==> config.mk <==
export PLATFORM = sky130hd
export DESIGN_NAME = opr1_incr_rotate
export DESIGN_NICKNAME = d
export VERILOG_FILES = /design/src/rtl/opr1_incr_rotate_pkg.sv /design/src/rtl/opr1_incr_rotate_link_ac_rotate.sv /design/src/rtl/opr1_incr_rotate.sv
export SDC_FILE = /design/constraint.sdc
export NUM_CORES = 1
export LEC_CHECK = 0
export CORE_ASPECT_RATIO = 1.1
export CORE_MARGIN = 3
export CORE_UTILIZATION = 51
export DETAILED_ROUTE_END_ITERATION = 7
export GPL_ROUTABILITY_DRIVEN = 0
export PLACE_DENSITY = 0.8
export SYNTH_ARGS = -nofsm -noshare
export SYNTH_HDL_FRONTEND = slang
export SYNTH_SLANG_ARGS = --single-unit
==> constraint.sdc <==
create_clock -name clk -period 2.3 [get_ports clk]
set_input_delay 0.345 -clock clk [delete_from_list [all_inputs] [get_ports clk]]
set_output_delay 0.345 -clock clk [all_outputs]
set_load 0.02 [all_outputs]
==> src/rtl/opr1_incr_rotate_pkg.sv <==
// Shared types and constants for the Operate Group 1 increment/rotate back half.
package opr1_incr_rotate_pkg;

    localparam int WORD_W = 12;
    localparam logic [WORD_W-1:0] AC_RESET = 12'o0000;

    typedef enum logic [2:0] {
        ST_IDLE,
        ST_INC,
        ST_ROT1,
        ST_ROT2,
        ST_FIN
    } state_e;

    typedef enum logic [1:0] {
        ROT_NONE,
        ROT_LEFT,
        ROT_RIGHT,
        ROT_BSW
    } rot_op_e;

endpackage

==> src/rtl/opr1_incr_rotate_link_ac_rotate.sv <==
// Combinational rotate/byte-swap of the {L,AC} pair; one step per use.
module link_ac_rotate
    import opr1_incr_rotate_pkg::*;
(
    input  logic              link_in,
    input  logic [WORD_W-1:0] ac_in,
    input  rot_op_e           rot_op,
    output logic              link_out,
    output logic [WORD_W-1:0] ac_out
);

    always_comb begin
        link_out = link_in;
        ac_out   = ac_in;
        case (rot_op)
            ROT_LEFT:  {link_out, ac_out} = {ac_in, link_in};
            ROT_RIGHT: {link_out, ac_out} = {ac_in[0], link_in, ac_in[WORD_W-1:1]};
            // Byte swap exchanges the 6-bit halves of AC and leaves the link alone.
            ROT_BSW:   ac_out = {ac_in[5:0], ac_in[WORD_W-1:6]};
            default: ;
        endcase
    end

endmodule

==> src/rtl/opr1_incr_rotate.sv <==
// Sequential IAC then RAL/RAR/RTL/RTR/BSW on {L,AC}, one micro-op per clock.
// Define OPR1_BSW_EN to enable BSW (RAL=RAR=0, TWICE=1); otherwise that case is a no-op.
module opr1_incr_rotate
    import opr1_incr_rotate_pkg::*;
(
    input  logic              clk,
    input  logic              reset,
    input  logic              START,
    input  logic [WORD_W-1:0] AC_IN,
    input  logic              L_IN,
    input  logic              IAC,
    input  logic              RAL,
    input  logic              RAR,
    input  logic              TWICE,
    output logic [WORD_W-1:0] AC_OUT,
    output logic              L_OUT,
    output logic              BUSY,
    output logic              DONE
);

`ifdef OPR1_BSW_EN
    localparam bit BSW_EN = 1'b1;
`else
    localparam bit BSW_EN = 1'b0;
`endif

    function automatic rot_op_e decode_rot(input logic ral, input logic rar, input logic twice);
        if (ral && !rar)                       return ROT_LEFT;
        else if (rar && !ral)                  return ROT_RIGHT;
        else if (BSW_EN && !ral && !rar && twice) return ROT_BSW;
        else                                   return ROT_NONE;
    endfunction

    state_e            state_q, state_d;
    logic [WORD_W-1:0] ac_q, ac_d;
    logic              l_q, l_d;
    logic              ral_q, ral_d, rar_q, rar_d, twice_q, twice_d;
    logic              busy_q, busy_d, done_q, done_d;

    rot_op_e           rot_op, cap_op;
    logic              rot_l;
    logic [WORD_W-1:0] rot_ac;
    logic [WORD_W:0]   inc_sum;

    assign rot_op  = decode_rot(ral_q, rar_q, twice_q);
    assign cap_op  = decode_rot(RAL, RAR, TWICE);
    assign inc_sum = {l_q, ac_q} + 13'd1;

    link_ac_rotate u_rot (
        .link_in  (l_q),
        .ac_in    (ac_q),
        .rot_op   (rot_op),
        .link_out (rot_l),
        .ac_out   (rot_ac)
    );

    // DONE/BUSY are registered, so the DONE cycle is observed while the state is
    // already IDLE; a START during that cycle is still treated as outside IDLE.
    always_comb begin
        state_d = state_q;
        ac_d    = ac_q;
        l_d     = l_q;
        ral_d   = ral_q;
        rar_d   = rar_q;
        twice_d = twice_q;
        busy_d  = 1'b0;
        done_d  = 1'b0;
        case (state_q)
            ST_IDLE: begin
                if (START && !done_q) begin
                    ac_d    = AC_IN;
                    l_d     = L_IN;
                    ral_d   = RAL;
                    rar_d   = RAR;
                    twice_d = TWICE;
                    busy_d  = 1'b1;
                    if (IAC)                   state_d = ST_INC;
                    else if (cap_op != ROT_NONE) state_d = ST_ROT1;
                    else                       state_d = ST_FIN;
                end
            end
            ST_INC: begin
                {l_d, ac_d} = inc_sum;
                busy_d      = 1'b1;
                state_d     = (rot_op != ROT_NONE) ? ST_ROT1 : ST_FIN;
            end
            ST_ROT1: begin
                l_d     = rot_l;
                ac_d    = rot_ac;
                busy_d  = 1'b1;
                state_d = (twice_q && (rot_op == ROT_LEFT || rot_op == ROT_RIGHT)) ? ST_ROT2 : ST_FIN;
            end
            ST_ROT2: begin
                l_d     = rot_l;
                ac_d    = rot_ac;
                busy_d  = 1'b1;
                state_d = ST_FIN;
            end
            ST_FIN: begin
                done_d  = 1'b1;
                state_d = ST_IDLE;
            end
            default: state_d = ST_IDLE;
        endcase
    end

    always_ff @(posedge clk) begin
        if (reset) begin
            state_q <= ST_IDLE;
            ac_q    <= AC_RESET;
            l_q     <= 1'b0;
            ral_q   <= 1'b0;
            rar_q   <= 1'b0;
            twice_q <= 1'b0;
            busy_q  <= 1'b0;
            done_q  <= 1'b0;
        end else begin
            state_q <= state_d;
            ac_q    <= ac_d;
            l_q     <= l_d;
            ral_q   <= ral_d;
            rar_q   <= rar_d;
            twice_q <= twice_d;
            busy_q  <= busy_d;
            done_q  <= done_d;
        end
    end

    assign AC_OUT = ac_q;
    assign L_OUT  = l_q;
    assign BUSY   = busy_q;
    assign DONE   = done_q;

endmodule

==> Yosys cells after proc, flatten, opt, wreduce, memory -nomap -nowiden <==
Index checks and enable logic that the tools add are counted.
{ "classes": {"reduce_logical": 21, "n_addsub": 1, "mul": 0, "bitwise": 0, "shifts": 0, "n_mux": 19, "div_mod_pow": 0, "magnitude_cmp": 0, "eq_ne": 10} }
{ "op_table": {"columns": ["cell", "count"], "rows": [
  ["case mux 12 bit (3 select lines)", 2],
  ["2-to-1 mux 3 bit", 5],
  ["adder 13 x 1 -> 13 bit, second input constant", 1],
  ["2-to-1 mux 12 bit", 1],
  ["case mux 3 bit (4 select lines)", 1],
  ["2-to-1 mux 2 bit", 4],
  ["== test 3 x 2 -> 1 bit, second input constant", 2],
  ["logical AND 1 bit", 6],
  ["AND reduction 3 bit", 2],
  ["logical NOT 1 bit", 5],
  ["== test 2 bit, second input constant", 2],
  ["inequality test 4 x 1 -> 1 bit, second input constant", 1],
  ["case mux 1 bit (2 select lines)", 2],
  ["nonzero test 2 bit", 2],
  ["== test 3 x 1 -> 1 bit, second input constant", 1],
  ["== test 3 bit, second input constant", 1],
  ["logical NOT 3 bit", 1],
  ["2-to-1 mux 1 bit", 3],
  ["inequality test 3 x 1 -> 1 bit, second input constant", 1],
  ["case mux 1 bit (3 select lines)", 1],
  ["nonzero test 3 bit", 1],
  ["OR reduction 3 bit", 1],
  ["== test 2 x 1 -> 1 bit, second input constant", 1],
  ["inequality test 2 bit, second input constant", 1],
  ["other kinds (3)", 3]
]} }
{ "word_totals": {"romBits": 0, "mem_count": 0, "reg_bits": 21, "elab_cells": 59, "latch_bits": 0, "in_bits": 20, "mem_bits_rw": 0} }

==> Depth between registers and ports, before layout <==
{ "depth": {"ltp_word": 9, "depth_mapped": 8} }

==> Hierarchy <==
A second synthesis with hierarchy kept.
{ "unflattened": {"cells_unflattened": 197, "hier_area_um2": 1641.6} }
{ "by_module_without_submodules": {"columns": ["mod", "area_each_um2", "n_inst", "cells_each"], "rows": [
  ["opr1_incr_rotate", 1249.9, 1, 148],
  ["link_ac_rotate", 391.6, 1, 49]
]} }

==> Worst setup path after synthesis <==
No wires, ideal clock.
{ "synth_path": {"path_type": "register to register", "from": "reg ral_q", "to": "reg ac_q[2], in the netlist AC_OUT[2]", "period_less_slack_ns": 1.644, "path_slack_ns": 0.656, "setup_time_ns": 0.095, "arrival_time_ns": 1.549, "required_ns": 2.205, "path_stages_with_launch": 9, "cell_sequence": "dfxtp_1 -> inv_1 -> ha_1 -> buf_2 -> nor2_1 -> a221o_1 -> buf_2 -> a221oi_1 -> a221oi_1"} }
{ "synth_between": {"elab_chain_len": 7, "elab_cells_between_ends": 12, "cone_classes": "4 x eq/ne; 4 x mux; 4 x reduce/logical"} }
{ "synth_rtl": {"columns": ["item", "line_no", "source"], "rows": [
  ["from (decl)", "opr1_incr_rotate.sv:37", "logic ral_q, ral_d, rar_q, rar_d, twice_q, twice_d;"],
  ["from (signal assigned)", "opr1_incr_rotate.sv:121", "ral_q <= ral_d;"],
  ["logical NOT 1 bit", "opr1_incr_rotate.sv:29", "else if (rar && !ral) return ROT_RIGHT;"],
  ["logical AND 1 bit", "opr1_incr_rotate.sv:29", null],
  ["2-to-1 mux 2 bit", "opr1_incr_rotate.sv:29", null],
  ["2-to-1 mux 2 bit *", "opr1_incr_rotate.sv:28", "if (ral && !rar) return ROT_LEFT;"],
  ["== test 2 bit / == test 2 x 1 -> 1 bit (equally long branches)", "opr1_incr_rotate_link_ac_rotate.sv:15", "case (rot_op)"],
  ["case mux 12 bit (3 select lines) / inequality test 4 x 1 -> 1 bit (equally long branches)", null, null],
  ["case mux 12 bit (3 select lines) / AND reduction 3 bit (equally long branches)", null, null],
  ["to (signal assigned)", "opr1_incr_rotate.sv:110", "ac_q <= AC_RESET;"],
  ["to (signal assigned)", "opr1_incr_rotate.sv:119", "ac_q <= ac_d;"],
  ["to (decl)", "opr1_incr_rotate.sv:35", "logic [WORD_W-1:0] ac_q, ac_d;"]
]} }
Mark *: on every way between the ends. The rest lies on a longest branch, timed or not.
A chain may end at the register's enable or synchronous reset.

==> Worst setup path in the final report <==
{ "layout_path": {"from": "reg state_q[1]", "to": "reg ac_q[1], in the netlist AC_OUT[1]"} }
{ "layout_between": {"elab_chain_len": 4, "elab_cells_between_ends": 10, "cone_classes": "5 x eq/ne; 1 x mux; 4 x reduce/logical"} }
{ "layout_rtl": {"columns": ["item", "line_no", "source"], "rows": [
  ["from (decl)", "opr1_incr_rotate.sv:34", "state_e state_q, state_d;"],
  ["from (signal assigned)", "opr1_incr_rotate.sv:118", "state_q <= state_d;"],
  ["== test 3 x 2 -> 1 bit", "opr1_incr_rotate.sv:68", "case (state_q)"],
  ["OR reduction 2 bit (no source line)", null, null],
  ["inequality test 4 x 1 -> 1 bit (no source line) / nonzero test 3 bit (equally long branches)", null, null],
  ["AND reduction 3 bit (no source line)", null, null]
]} }
Several ways; a longest one is shown, not always the timed one.

==> flow_summary.json <==
{
  "yosysTopAreaCell": "dfxtp_1",
  "grtUsageTotal_pct": 24.58,
  "use_met3_pct": 4.582,
  "rsz0062_at_grt": "false",
  "min_period_over_period_pct": 82.57,
  "synthArstFlopShare_pct": 0,
  "fin_area_um2": 1989,
  "grt_max_degree": 25,
  "cts_tree": "built",
  "drc_errors": 0,
  "cts.hold.buffers_added": 0,
  "grt-busiest-layer": "met2",
  "synth_cell_types": 49,
  "ys_seq_elements": 21,
  "ios": 35,
  "setup-tns-final_ps": 0,
  "outcome": "finished clean",
  "drive_gt1_share_pct": 8.547,
  "worstPathMaxFanout": 12,
  "synth_xor_area_share_pct": 2.193,
  "detail_route.wirelength_um": 4464,
  "viasPerCell": 6.483,
  "cts_made_buffers": 3,
  "synth_top_area_share_pct": 26.31,
  "crit_arrival_ps": 2100,
  "htreeDepth": 1,
  "area_growth_pct": 24.51,
  "rrSetupSlack_ps": 400,
  "post-route-min-period_ps": 1899,
  "drtPass1Iterations": 4,
  "whs_ps": 568.4,
  "synth.area.top_cells": "dfxtp_1 (26%), nor2_1 (7.0%), a311oi_1 (5.5%)",
  "cts_root_buf": "clkbuf_4",
  "worst_pin_slew_ps": 565.0,
  "die_height_um": 64.71,
  "stdcell_count": 267,
  "final_hold_viol_count": 0,
  "fmax_ghz": 0.5266,
  "drv_cap": 0,
  "wl_per_cell_um": 16.72,
  "p_leak_nw": 0.6699,
  "insertion_delay_ps": 310,
  "die_w_um": 59.37,
  "min_path_type": "register to register",
  "cp-start-kind": "register",
  "synth_top_family_by_area": "compound AO/OA/AOI/OAI gates",
  "ys_warn_count": 0,
  "vias": 1731,
  "skew_ps": 2.882,
  "diodes": 0,
  "worst_slack_ps": 400.9,
  "synth_ff_type": "dfxtp_1",
  "initial_utilization_pct": 55.52,
  "place_inst": 263,
  "cts.reportedPaths.clkPinSlew_ps": 130,
  "dp_worst_setup_slack_ps": 214.7,
  "slew_violations": 0,
  "yosys-top-cells-count": "nor2_1 (30), dfxtp_1 (21), inv_1 (15), nand2_1 (15)",
  "ctsLongestPathBuffers": 2,
  "cts_setup_buffers": 0,
  "grt_overflow_total": 0,
  "placed_area_um2": 1963,
  "nets": 260,
  "drt_iter0_markers": 137,
  "yosysMostFrequentCell": "nor2_1",
  "io_buffer_count": 34,
  "ir_worst_vdd_mv": 0.3662,
  "endpoint_kind": "register",
  "crit_required_ps": 2500,
  "cts_resized": 0,
  "yosys.area_share.simple_pct": 25.76,
  "die_area_um2": 3841,
  "core_um2": 2878,
  "clkSinkCount": 21,
  "grt_pass1_vias": 1588,
  "synth_fp_nets": 228,
  "place_hpwl_um": 3259,
  "netlist_area_um2": 1598,
  "core.rowCount": 20,
  "syn-instance-count": 203,
  "met2_usage_pct": 40.03,
  "path_class": "register to register",
  "setup_viol": 0,
  "slew_headroom_pct": 62.34,
  "synth_mux_area_share_pct": 4.385,
  "synth-edff-count": 0,
  "avgSynthCellArea_um2": 7.871,
  "antenna_found_initial": 0,
  "power.density_nw_per_um2": 572.0,
  "ant_nets": 0,
  "ys_seq_area_share_pct": 26.31,
  "gr-usage-met1_pct": 30.19,
  "synth_fa_ha_area_share_pct": 3.915,
  "synth-compound-area-share_pct": 29.13,
  "grt_pass1_wl_um": 7410
}
[report_power, final]
group	switching (mW)	internal [mW]	total [mW]	leakage (nW)
logic	0.249	0.218	0.466	0.482
registers	0.0717	0.407	0.479	0.173
clock network	0.125	0.0678	0.193	0.0150
total	0.445	0.693	1.14	0.670
[flip-flops by register name (all words and copies together), names as in the netlist]
register,count
rar_q,1
AC_OUT,12
L_OUT,1
ral_q,1
twice_q,1
DONE,1
state_q,3
BUSY,1
[cells in the final DEF (no fill, tap or decap), types with 4 or more instances in the layout]
master	instances
clkdlybuf4s50_1	34
nor2_1	30
dfxtp_1	21
inv_1	15
nand2_1	15
a311oi_1	10
a21oi_1	9
buf_4	8
a211oi_1	7
o32ai_1	7
mux2i_1	7
nand2b_1	6
ha_1	5
nor4_1	4
a221oi_1	4
[per-layer routing]
layer  up-vias  wire length (um)
met5         -                 0
met4         0               126
met3        16               402
met2       100              2219
met1       795              1716
li1        820                 -
[cell families (layout without fill, tap and decap cells)]
group / Yosys count / count (layout)
and+or+nand+nor: 79 / 79
AOI/OAI and AO/OA: 57 / 57
buffers and inverters: 30 / 61
DFF: 21 / 21
muxes: 7 / 7
adders and majority gates: 5 / 5
xor gates and xnor gates: 4 / 4
[worst max-delay path, cell delays in order, from the launching register on]
cell,delay [ps]
dfxtp_1,560
nor2_2,120
a221o_1,550
a2111oi_0,460
a211oi_1,90
[metrics by stage]
stage               util [%]  total power [mW]
floorplan                  -            0.7671
global placement       68.22            0.9351
detailed placement     68.22            0.9482
CTS                    69.13             1.134
global route           69.13             1.198
finish                 69.13             1.138
[area by class of cell]
| type | count | area (um2) |
|---|---|---|
| Timing Repair Buffer | 42 | 400.4 |
| Inverter | 15 | 56.30 |
| Fill cell | 243 | 888.4 |
| Clock buffer | 4 | 26.28 |
| Tap cell | 33 | 41.29 |
| Multi-Input combinational cell | 152 | 1045 |
| Sequential cell | 21 | 420.4 |
[final timing paths]
path              cells after the start        end       start
setup / recovery                      4  AC_OUT[1]  state_q[1]
hold / removal                        2    twice_q     twice_q
hold reg to reg                       2    twice_q     twice_q
setup reg to reg                      4  AC_OUT[1]  state_q[1]
(Power assumes the default switching activity.)
